--- src/rtl/serializador_ordenado.sv ---
// -----------------------------------------------------------------------------
// serializador_ordenado
//
// Output-side serializer for the nibble sorter. A `load` seen in IDLE captures
// the parallel `ordenado` array into an internal buffer. The buffer is then
// streamed one element per valid/ready transfer. `out_last` marks the final
// element, and a one-cycle `done` pulse follows the last transfer.
//
// Parameters:
//   WIDTH     bits per element
//   N         elements per frame
//
// Ports:
//   clk        in   rising-edge clock
//   rst        in   asynchronous, active-high reset
//   load       in   capture `ordenado` and start a frame (sampled in IDLE only)
//   ordenado   in   parallel sorted array, element i = ordenado[i]
//   out_ready  in   downstream accepts the current element
//   out_valid  out  out_data holds a valid element
//   out_data   out  current element, 0 when out_valid = 0
//   out_last   out  current element is the last of the frame
//   busy       out  high in any state other than IDLE
//   done       out  one-cycle pulse after the last transfer
//
// Build option:
//   SERIALIZADOR_REVERSE_EN  defined -> elements are emitted from index N-1
//                            down to 0; undefined -> from index 0 up to N-1.
// -----------------------------------------------------------------------------
module serializador_ordenado #(
    parameter int unsigned WIDTH = 4,
    parameter int unsigned N     = 9
) (
    input  logic                    clk,
    input  logic                    rst,
    input  logic                    load,
    input  logic [N-1:0][WIDTH-1:0] ordenado,
    input  logic                    out_ready,
    output logic                    out_valid,
    output logic [WIDTH-1:0]        out_data,
    output logic                    out_last,
    output logic                    busy,
    output logic                    done
);

    localparam int unsigned IDX_W = (N > 1) ? $clog2(N) : 1;

`ifdef SERIALIZADOR_REVERSE_EN
    localparam logic [IDX_W-1:0] START_IDX = IDX_W'(N - 1);
    localparam logic [IDX_W-1:0] END_IDX   = '0;
`else
    localparam logic [IDX_W-1:0] START_IDX = '0;
    localparam logic [IDX_W-1:0] END_IDX   = IDX_W'(N - 1);
`endif

    typedef enum logic [1:0] {
        IDLE = 2'd0,
        SEND = 2'd1,
        DONE = 2'd2
    } state_t;

    state_t                  state_q, state_d;
    logic [IDX_W-1:0]        idx_q, idx_d;
    logic [N-1:0][WIDTH-1:0] buf_q;
    logic                    capture;
    logic                    is_last;

    assign is_last = (idx_q == END_IDX);

    always_comb begin
        state_d   = state_q;
        idx_d     = idx_q;
        capture   = 1'b0;
        out_valid = 1'b0;
        out_data  = '0;
        out_last  = 1'b0;
        busy      = 1'b1;
        done      = 1'b0;

        unique case (state_q)
            IDLE: begin
                busy = 1'b0;
                if (load) begin
                    capture = 1'b1;
                    idx_d   = START_IDX;
                    state_d = SEND;
                end
            end
            SEND: begin
                out_valid = 1'b1;
                out_data  = buf_q[idx_q];
                out_last  = is_last;
                // The end index is never stepped past, so idx stays in range.
                if (out_ready) begin
                    if (is_last) begin
                        state_d = DONE;
                    end else begin
`ifdef SERIALIZADOR_REVERSE_EN
                        idx_d = idx_q - IDX_W'(1);
`else
                        idx_d = idx_q + IDX_W'(1);
`endif
                    end
                end
            end
            DONE: begin
                done    = 1'b1;
                state_d = IDLE;
            end
            default: begin
                state_d = IDLE;
            end
        endcase
    end

    always_ff @(posedge clk or posedge rst) begin
        if (rst) begin
            state_q <= IDLE;
            idx_q   <= '0;
            buf_q   <= '0;
        end else begin
            state_q <= state_d;
            idx_q   <= idx_d;
            if (capture) begin
                buf_q <= ordenado;
            end
        end
    end

endmodule

--- config.mk ---
export PLATFORM = sky130hd
export DESIGN_NAME = serializador_ordenado
export DESIGN_NICKNAME = d
export VERILOG_FILES = /design/src/rtl/serializador_ordenado.sv
export SDC_FILE = /design/constraint.sdc
export NUM_CORES = 1
export LEC_CHECK = 0
export BUFFER_PORTS_ARGS = -buffer_cell sky130_fd_sc_hd__clkbuf_2
export CAP_MARGIN = 20
export CORE_UTILIZATION = 45
export CTS_BUF_LIST = sky130_fd_sc_hd__clkbuf_4
export DETAILED_ROUTE_END_ITERATION = 7
export PLACE_DENSITY = 0.8
export SETUP_SLACK_MARGIN = 0.02
export SLEW_MARGIN = 20
export SYNTH_ARGS = -nofsm -noshare
export SYNTH_HDL_FRONTEND = slang
export SYNTH_SLANG_ARGS = --single-unit
--- constraint.sdc ---
create_clock -name clk -period 1.95 [get_ports clk]
set_input_delay 0.2925 -clock clk [delete_from_list [all_inputs] [get_ports clk]]
set_output_delay 0.2925 -clock clk [all_outputs]
set_load 0.01 [all_outputs]
### Word-level counts from Yosys, hierarchy flattened

Cells that the tools add are included.

| cells by class | value |
|---|---|
| add/sub/neg operators | 1 |
| magnitude comparators | 1 |
| equal/unequal tests | 7 |
| multiplexer cells | 17 |
| reductions and logical operators | 4 |

Operator list:

| cell | count |
|---|---|
| 4-bit 2-to-1 mux | 5 |
| 4-bit binary-select mux with 4-bit select | 1 |
| 2-bit inequality test, second input constant | 4 |
| 4-bit one-hot mux with 2 select lines | 1 |
| 1-bit 2-to-1 mux | 6 |
| 2-bit 2-to-1 mux | 3 |
| 4-bit by 5-bit less-than comparator with 1-bit output, second input constant | 1 |
| 4-bit by 1-bit adder with 4-bit output, second input constant | 1 |
| 4-bit == test, second input constant | 1 |
| 2-bit one-hot mux with 2 select lines | 1 |
| 4-bit AND reduction | 1 |
| 3-bit AND reduction | 1 |
| 2-bit by 1-bit == test with 1-bit output, second input constant | 1 |
| 2-bit == test, second input constant | 1 |
| 2-bit logical NOT | 1 |
| 2-bit nonzero test | 1 |

| word-level totals | value |
|---|---|
| bits in registers | 42 |
| input bits | 40 |
| output and inout bits | 8 |
| logic and storage cells | 41 |

### Logic depth before layout (Yosys ltp)

| depth | value |
|---|---|
| depth in word-level cells | 4 |
| mapped depth | 7 |
| gate-level depth less buffers | 5 |

### Least setup slack after synthesis

No wires, ideal clock.

| timing | value |
|---|---|
| path type | reg2out |
| start point | reg idx_q[0] |
| end point | out out_data[0] |
| arrival | 1.455 ns |
| data required time | 1.657 ns |
| slack | 0.202 ns |
| stages on the path, launching flop included | 6 |
| path buffers | 2 |
| cell sequence | dfrtp_1 > buf_6 > buf_12 > mux2i_1 > a221o_1 > a211oi_1 |

| between the ends | value |
|---|---|
| longest elaborated chain between the ends | 3 |

RTL lines:

| element | line | text |
|---|---|---|
| start: declaration | 62 | `logic [IDX_W-1:0] idx_q, idx_d;` |
| start signal: assignment | 122 | `idx_q <= idx_d;` |
| 4-bit binary-select mux with 4-bit select | 90 | `out_data = buf_q[idx_q];` |
| 4-bit 2-to-1 mux (implied by the code) | 90 |  |
| 4-bit 2-to-1 mux | 79 | `unique case (state_q)` |
| end: declaration | 39 | `output logic [WIDTH-1:0] out_data,` |

No other way between the ends. The select of a mux whose other input is x is not followed.

### Worst setup path in the final report

Same ends and word-level chain as after synthesis.

==> summary.md <==
| Metric | Value |
|---|---|
| Cell Chain, Critical Path | buf_6 > mux2i_1 > a221o_1 > a211oi_2 > buf_2 |
| Max clock buf depth | 2 |
| Final #Nets | 247 |
| Post-Place Worst Slack | 0.01805 ns |
| CTS tree | done |
| CP Capture Type | output pin |
| Gate Count Post-Synth | 146 |
| Root Buffer | clkbuf_4 |
| DR pass1 iterations | 4 |
| CTS sink count | 42 |
| Post-synthesis register bit count | 42 |
| P per Cell Area | 1516 nW/um2 |
| Upper clock frequency limit | 469.5 MHz |
| Clock-pin transition on the worst setup and hold timing paths | 0.12 ns |
| R2R Setup Slk | 0.06 ns |
| Yosys top cell by area | dfrtp_1 |
| Grt ovf | 0 |
| Leak | 1.157 nW |
| Sequential element share of the synthesized area | 0.5119 |
| GPL Wtd Cong | 0.8078 |
| Top Ports | 48 |
| Period minus WS final | 2.130 ns |
| Min-Delay Path Class | input pin to asynchronous set/reset pin |
| Worst EP arrival | 1.84 ns |
| Worst skew pair latency | 0.34 ns |
| Initial antenna violation count | 0 |
| Core ar. | 4384 um2 |
| Pins Over Slew Limit | 0 |
| Synth unique cells | 30 |
| DR DRC count | 0 |
| H-tree depth reported by CTS | 2 |
| Peak supply drop | 0.5007 mV |
| # rows | 24 |
| Largest net degree at the start of global routing | 43 |
| Drt total wl | 4.094 mm |
| Violated checks | negative setup slack |
| Layout cell share with drive strength beyond 1 | 0.6408 |
| DR WL/cell | 15.87 um |
| Critical-path top delay cell | dfrtp_1 |
| Die height | 69.55 um |
| Total track usage | 0.1918 |
| Worst Tran Pin Value | 0.5311 ns |
| ANT nets after route | 0 |
| Outcome | finished with violations |
| Post-route setup slack | -0.1801 ns |
| Slowest stage delay, CP | 0.43 ns |
| Via count | 1395 |
| CP Max Fanout | 8 |
| Max Cap Violations | 0 |
| Filler cells | 362 |
| Share of the synthesized area in the top cell type | 0.5119 |
| Fin. Hold Viols | 0 |
| Hpwl dp | 2.798 mm |
| Total CTS buffers | 5 |
| Post-Syn Area | 2053 um2 |
| DRT iter0 DRCs | 71 |
| Crit path kind | flip-flop to output pin |
| Main area contributors after synthesis | dfrtp_1 (51%), mux2_2 (21%), mux4_1 (5.1%) |
| First-pass GRT wire length | 7.169 mm |
| Post-Syn Nets | 188 |
| Chip Width | 69.55 um |
| Total negative slack | -0.7108 ns |
| Final setup fails | 5 |
| Synth-to-Final Area Change | 24.19% |
| CP startpoint kind | flip-flop |
| Initial core utilization | 0.4683 |
| PortBufs | 47 |
| YS warnings | 0 |
| Max_slew headroom | 0.6460 |
| Crit path required time | 1.66 ns |
| Number of global-route vias before repair | 1509 |
| Syn Area/Cell | 14.06 um2 |
| Fin crit share | 1.092 |
| Final Skew | 0.007633 ns |
| Die area | 4837 um2 |
| Vias per cell | 5.407 |
| ANT cells | 0 |
| RSZ-0062 raised after global routing | true |
[registers in the layout, indices dropped and copies added (netlist names)]
signal,flops
buf_q,36
idx_q,4
state_q,2
[area by class of cell]
class	count	area, um2	share of cell area
multi-input cells	91	974.7	0.3822
clock inverters	2	8.758	0.003435
flip-flops and latches	42	1052	0.4127
repair buffers	60	382.9	0.1501
well taps	52	65.06	0.02552
clock buffers	6	45.04	0.01766
inverters	5	21.27	0.008341
[worst paths after layout]
kind,from,end,cells past startpoint
max,idx_q[0]$_DFFE_PP0P_,out_data[0],5
min,rst,buf_q[17]$_DFFE_PP0P_,3
max reg2reg,idx_q[1]$_DFFE_PP0P_,idx_q[2]$_DFFE_PP0P_,8
min reg2reg,buf_q[6]$_DFFE_PP0P_,buf_q[6]$_DFFE_PP0P_,1
max in group asynchronous,rst,idx_q[1]$_DFFE_PP0P_,3
min in group clk,ordenado[17],buf_q[17]$_DFFE_PP0P_,2
[cell usage after synthesis]
master    instances
mux2_2           38
mux4_1            4
buf_6             2
o21ai_0           1
nor4b_4           1
or3_1             1
nand2_1           4
a221o_1           4
nand3b_1          1
and3b_1           1
o31ai_1           1
mux2i_1           8
and3_1            1
and2_2            1
and2b_1           1
nand2b_1          1
and2_1            1
buf_12            1
ha_1              2
dfrtp_1          42
or2_2             2
nor2_1            3
inv_1             5
nor2b_1           1
buf_2             5
a211oi_1          8
nand3_1           1
a21oi_1           3
or4_1             1
nor3b_2           1
[power breakdown]
part,internal [W],leakage [nW],switching [W],total (W)
registers,0.00130,0.500,0.000325,0.00162
logic,0.00108,0.625,0.000749,0.00183
clock network,0.000150,0.0331,0.000265,0.000415
total,0.00253,1.16,0.00134,0.00387
[per-stage QoR]
stage / total power, W / hold WS [ns] / area [um2] / utilization / instances
4_1_cts: 0.003818 / 0.03983 / 2505 / 0.5713 / 257
5_1_grt: 0.004138 / 0.07966 / 2550 / 0.5816 / 258
3_3_place_gp: 0.003113 / 0.4250 / 2362 / 0.5388 / 243
2_1_floorplan: 0.002748 / 0.4441 / 2053 / - / 146
3_5_place_dp: 0.003177 / 0.4376 / 2362 / 0.5388 / 243
6_report: 0.003866 / 0.03555 / 2550 / 0.5816 / 258
[kinds of logic (layout without fill, tap and decap cells)]
kind of cell             count (synthesis)  after routing  share of synthesized area
adder cells (fa/ha/maj)                  2              2                    0.01219
buffers and inverters                   13             73                    0.04205
flip-flops                              42             42                     0.5119
multiplexers                            50             50                     0.2986
AO/OA/AOI/OAI                           17             17                    0.06216
AND/OR/NAND/NOR                         22             22                    0.07313
[critical path: cells and delay by family, from the launching register on]
family / cells / cell delay [ns]
AO/OA/AOI/OAI: 2 / 0.59
buffers and inverters: 2 / 0.34
flip-flops: 1 / 0.43
multiplexers: 1 / 0.14
[placed cells by master (no fill, tap or decap), drive strengths merged, types with 2 or more instances in the layout]
master	n
nor2	3
or2	2
a21oi	3
dfrtp	42
mux2	38
clkinv	2
a211oi	8
nand2	4
mux2i	8
ha	2
a221o	4
mux4	4
buf	18
and2	2
inv	5
clkbuf	48
[per-layer routing]
metal,track usage,vias to the layer above,wire (um)
met5,0,-,0
met4,0.1043,0,98
met3,0.04360,7,179
met2,0.2783,40,1954
met1,0.2672,690,1862
li1,-,658,-
[what timing repair did]
action                     CTS  global route
pin swaps                   10            10
setup buffers                6             2
setup endpoints to repair    5             8
hold buffers                 0             0
gates resized for setup     19            17
Power figures use the tool's default switching activity.
